[src/rtl/rom_burst.sv]
// Read-only word store streamed out in bursts: start address plus length, with a stall input.
// Define ROM_BURST_OUTREG_EN for a second output register stage, which gives a read latency of 2.
module rom_burst #(
    parameter int                DATA_W = 8,
    parameter int                ADDR_W = 9,
    parameter logic [DATA_W-1:0] FILL   = {DATA_W{1'b1}}
) (
    input  logic              CLK,
    input  logic              RST,
    input  logic              Inicio,
    input  logic [ADDR_W-1:0] Endereco,
    input  logic [ADDR_W:0]   Tamanho,
    input  logic              Pausa,
    output logic [DATA_W-1:0] Dados,
    output logic              Valido,
    output logic              Fim,
    output logic              Ocupado
);

    typedef enum logic [1:0] {IDLE, LER, FIM} state_t;

    state_t              r_state;
    state_t              w_next;
    logic [ADDR_W-1:0]   r_addr;
    logic [ADDR_W:0]     r_count;
    logic [DATA_W-1:0]   r_dados;
    logic                r_valido;
    logic                w_read;
    logic                w_accept;
    logic                w_drain;
    logic                w_fim;
    logic                w_ocupado;

    function automatic logic [DATA_W-1:0] romWord(input logic [ADDR_W-1:0] a);
        logic [DATA_W-1:0] w_word;
        case (a)
            ADDR_W'(0): w_word = DATA_W'(8'd2);
            ADDR_W'(1): w_word = DATA_W'(8'd6);
            ADDR_W'(2): w_word = DATA_W'(8'd7);
            ADDR_W'(3): w_word = DATA_W'(8'd2);
            ADDR_W'(4): w_word = DATA_W'(8'd2);
            ADDR_W'(5): w_word = DATA_W'(8'd0);
            ADDR_W'(6): w_word = DATA_W'(8'd255);
            ADDR_W'(7): w_word = DATA_W'(8'd3);
            ADDR_W'(8): w_word = DATA_W'(8'd255);
            ADDR_W'(9): w_word = DATA_W'(8'd1);
            default:    w_word = FILL;
        endcase
        return w_word;
    endfunction

    always_ff @(posedge CLK) begin
        if (RST) begin
            r_state <= IDLE;
        end else begin
            r_state <= w_next;
        end
    end

    always_comb begin
        w_next = r_state;
        case (r_state)
            IDLE: begin
                if (w_accept) begin
                    w_next = (Tamanho == '0) ? FIM : LER;
                end
            end
            LER: begin
                if (!Pausa && r_count == (ADDR_W+1)'(1)) begin
                    w_next = FIM;
                end
            end
            FIM:     w_next = IDLE;
            default: w_next = IDLE;
        endcase
    end

    // w_drain keeps a new request out while the delayed Fim is still draining.
    always_comb begin
        w_read    = (r_state == LER) && !Pausa;
        w_fim     = (r_state == FIM);
        w_ocupado = (r_state != IDLE);
        w_accept  = (r_state == IDLE) && Inicio && !w_drain;
    end

    always_ff @(posedge CLK) begin
        if (RST) begin
            r_addr   <= '0;
            r_count  <= '0;
            r_dados  <= '0;
            r_valido <= 1'b0;
        end else begin
            r_valido <= w_read;
            if (w_read) begin
                r_dados <= romWord(r_addr);
                r_addr  <= r_addr + ADDR_W'(1);
                r_count <= r_count - (ADDR_W+1)'(1);
            end
            if (w_accept && Tamanho != '0) begin
                r_addr  <= Endereco;
                r_count <= Tamanho;
            end
        end
    end

`ifdef ROM_BURST_OUTREG_EN
    logic [DATA_W-1:0] r_dados2;
    logic              r_valido2;
    logic              r_fimD;

    // The second stage always advances, so a stall never holds back words already read.
    always_ff @(posedge CLK) begin
        if (RST) begin
            r_dados2  <= '0;
            r_valido2 <= 1'b0;
            r_fimD    <= 1'b0;
        end else begin
            if (r_valido) begin
                r_dados2 <= r_dados;
            end
            r_valido2 <= r_valido;
            r_fimD    <= w_fim;
        end
    end

    assign w_drain = r_fimD;
    assign Dados   = r_dados2;
    assign Valido  = r_valido2;
    assign Fim     = r_fimD;
    assign Ocupado = w_ocupado | r_fimD;
`else
    assign w_drain = 1'b0;
    assign Dados   = r_dados;
    assign Valido  = r_valido;
    assign Fim     = w_fim;
    assign Ocupado = w_ocupado;
`endif

endmodule
[config.mk]
export PLATFORM = sky130hd
export DESIGN_NAME = rom_burst
export DESIGN_NICKNAME = d
export VERILOG_FILES = /design/src/rtl/rom_burst.sv
export SDC_FILE = /design/constraint.sdc
export NUM_CORES = 1
export LEC_CHECK = 0
export CAP_MARGIN = 20
export CORE_ASPECT_RATIO = 1.5
export CORE_MARGIN = 2
export CORE_UTILIZATION = 45
export DETAILED_ROUTE_END_ITERATION = 10
export PLACE_DENSITY = 0.71
export SYNTH_ARGS = -nofsm -noshare
export SYNTH_HDL_FRONTEND = slang
export SYNTH_SLANG_ARGS = --single-unit
[constraint.sdc]
create_clock -name CLK -period 4 [get_ports CLK]
set_clock_uncertainty 0.2 [all_clocks]
set_input_delay 0.4 -clock CLK [delete_from_list [all_inputs] [get_ports CLK]]
set_output_delay 0.4 -clock CLK [all_outputs]
set_load 0.01 [all_outputs]
==> flow_metrics.tcl <==
set metrics [dict create \
    status "finished, final reports clean" \
    place_area_um2 1950 \
    met1_usage 0.248 \
    area_growth_pct 26.5 \
    io_buffers 33 \
    rows 26 \
    max-vdd-ir-drop_mv 0.241 \
    switching_share 0.294 \
    tightest_slew_ps 747 \
    die_h_um 77.3 \
    synth_area_um2 1610 \
    dr.pass1.iters 4 \
    n_antenna_cell 0 \
    power_leakage_nw 0.758 \
    syn_inst 191 \
    grt_usage 0.229 \
    worstPathCellList "clkdlybuf4s50_1 > or4_4 > o31ai_2 > nand2_1 > o22ai_1 > a211oi_1 > ha_1 > nor2b_1 > o211a_1 > a2111oi_2" \
    grt_overflow 0 \
    yosys_register_bits 30 \
    antenna_found_initial 0 \
    async_flop_share 0 \
    cts_root_buffer "clkbuf_8" \
    crit_path_max_fanout 5 \
    numCtsBuffers 5 \
    die_area_um2 4080 \
    startpoint_type "input port" \
    coreArea_um2 3420 \
    cts_resized 0 \
    period_share 0.768 \
    rsz0062_at_grt "no" \
    slowest_stage "or4_4" \
    period_needed_ps 3070 \
    holdWs_ps 277 \
    cp.arrival_ps 3060 \
    yosysSeqAreaShare 0.373 \
    cpPeakStageDelay_ps 560 \
    ctsHtreeMaxLevel 2 \
    grt_pass1_vias 1534 \
    crit_path_end_kind "flip-flop" \
    cts_tree "built" \
    synth_edf_count 0 \
    power_frac_clock 0.317 \
    dp.cells 256 \
    drt_iter0_markers 61 \
    vias 1515 \
    pwr-share-comb 0.233 \
    ios 34 \
    worst-setup-path-type "input port to flip-flop" \
    final_cells 264 \
    syn-num-nets 219 \
    power.density_nw_per_um2 390 \
    fin_tns_setup_ps 0 \
    cts_setup_buffers 0 \
    routed_wl_mm 4.11 \
    syn_avg_cell_area_um2 8.43 \
    cp.required_ps 3990 \
    layout_setup_ws_ps 928 \
    power.internal_mw 0.561 \
    finalHoldViolations 0 \
    pre_cts_slack_ps 642 \
    ys_types 54 \
    clk_latency_ps 280 \
    wl_per_cell_um 15.6 \
    fin_nets 249 \
    ys.flop_type "dfxtp_1" \
    slew_violations 0 \
    grt_pass1_wl_mm 6.93 \
    path_clk_slew_ps 60 \
    use_met3 0.0564 \
    postRouteAntennaNets 0 \
    gp_congestion 0.828 \
    cts.path.max_buffers 2 \
    via_per_inst 5.74 \
    hpwl_mm 3.01 \
    drc 0 \
    seqPwrFrac 0.451 \
    grt_max_degree 34 \
    fmax_mhz 326 \
    setup_viol 0 \
    power.switching_mw 0.233 \
    synth_warnings 0 \
    cts.sinks 30 \
    busiest_layer "met2" \
    maxCapViolations 0 \
    grt_use_met2 0.409 \
    ctsHoldBuffers 0 \
    dieWidth_um 52.8 \
    initial_core_util 0.471 \
    drive_above_1_share 0.117 \
    slew-limit-headroom 0.501 \
    hold_class "flip-flop to flip-flop" \
    final_area_um2 2040 \
]
cells in the mapped netlist (all sizes together) (3+ instances only):
cell type  instances  area (um2)
a2111oi            3        32.5
a211oi             6        45.0
a21oi             12        60.1
and3               3        18.8
buf                6        46.3
clkbuf             8        31.3
dfxtp             30         601
ha                 5        62.6
inv                7        26.3
nand2              8        30.0
nand2b             3        18.8
nand3              7        35.0
nor2              29         109
nor3              12        60.1
nor4               3        18.8
o21ai              4        20.0
or3                3        20.0
path summary, 6_finish.rpt:
check                                        startpoint                     to  slack [ps]  depth (start not counted)
worst max-delay path                         Tamanho[1]              flip-flop         930                         10
worst max register to register  r_state[0]$_SDFFE_PP0P_              flip-flop        1140                          9
worst min-delay path                          flip-flop  Dados[0]$_SDFFE_PP0P_         280                          2
worst min register to register                flip-flop  Dados[0]$_SDFFE_PP0P_         280                          2
cells in the final DEF (no fill, tap or decap), types with 4 or more instances in the layout:
| cell type | netlist | layout |
|---|---|---|
| a211oi_1 | 6 | 6 |
| ha_1 | 5 | 5 |
| nor2_1 | 29 | 29 |
| buf_4 | 4 | 4 |
| clkdlybuf4s50_1 | 0 | 33 |
| clkbuf_8 | 0 | 6 |
| inv_1 | 7 | 7 |
| dfxtp_1 | 30 | 30 |
| a21oi_1 | 12 | 12 |
| o21ai_0 | 4 | 4 |
| nand3_1 | 7 | 7 |
| nand2_1 | 8 | 8 |
| nor3_1 | 12 | 12 |
area by class of cell:
cell class	count	area, um2
Multi-Input combinational cell	140	906
Tap cell	42	52.6
Sequential cell	30	601
Fill cell	310	1380
Timing Repair Buffer	37	360
Inverter	7	26.3
Clock buffer	7	86.3
Clock inverter	1	5.00
worst max-delay path: cells and delay by family:
kind,cells,cell delay (ps)
compound gates,5,1170
buf+inv,1,450
simple gates,3,810
fa+ha+maj,1,230
routing by layer:
metal	up-vias	share of wire
met5	-	0
met4	0	0.019
met3	8	0.045
met2	33	0.53
met1	708	0.41
li1	766	-
stage by stage:
step / total power, mW / util
after detailed placement: 0.548 / 0.570
after global placement: 0.541 / 0.570
after CTS: 0.798 / 0.596
after floorplan: 0.479 / -
after global routing: 0.840 / 0.596
final: 0.794 / 0.596
cells by family (layout without fill, tap and decap cells):
kind of cell / after synthesis / in the layout / share of synthesized area
multiplexers: 1 / 1 / 0.00699
XOR/XNOR: 3 / 3 / 0.0163
buffers and inverters: 21 / 52 / 0.0645
flip-flops: 30 / 30 / 0.373
AO/OA/AOI/OAI: 49 / 49 / 0.238
AND/OR/NAND/NOR: 82 / 82 / 0.263
adder cells (fa/ha/maj): 5 / 5 / 0.0389
power by group through the flow:
stage / logic [mW] / clock network (mW) / registers [mW]
detailed placement: 0.184 / 0 / 0.364
CTS: 0.185 / 0.256 / 0.357
finish: 0.185 / 0.251 / 0.358
global placement: 0.179 / 0 / 0.362
floorplan: 0.122 / 0 / 0.357
global route: 0.206 / 0.272 / 0.362
Power figures use the tool's default switching activity.
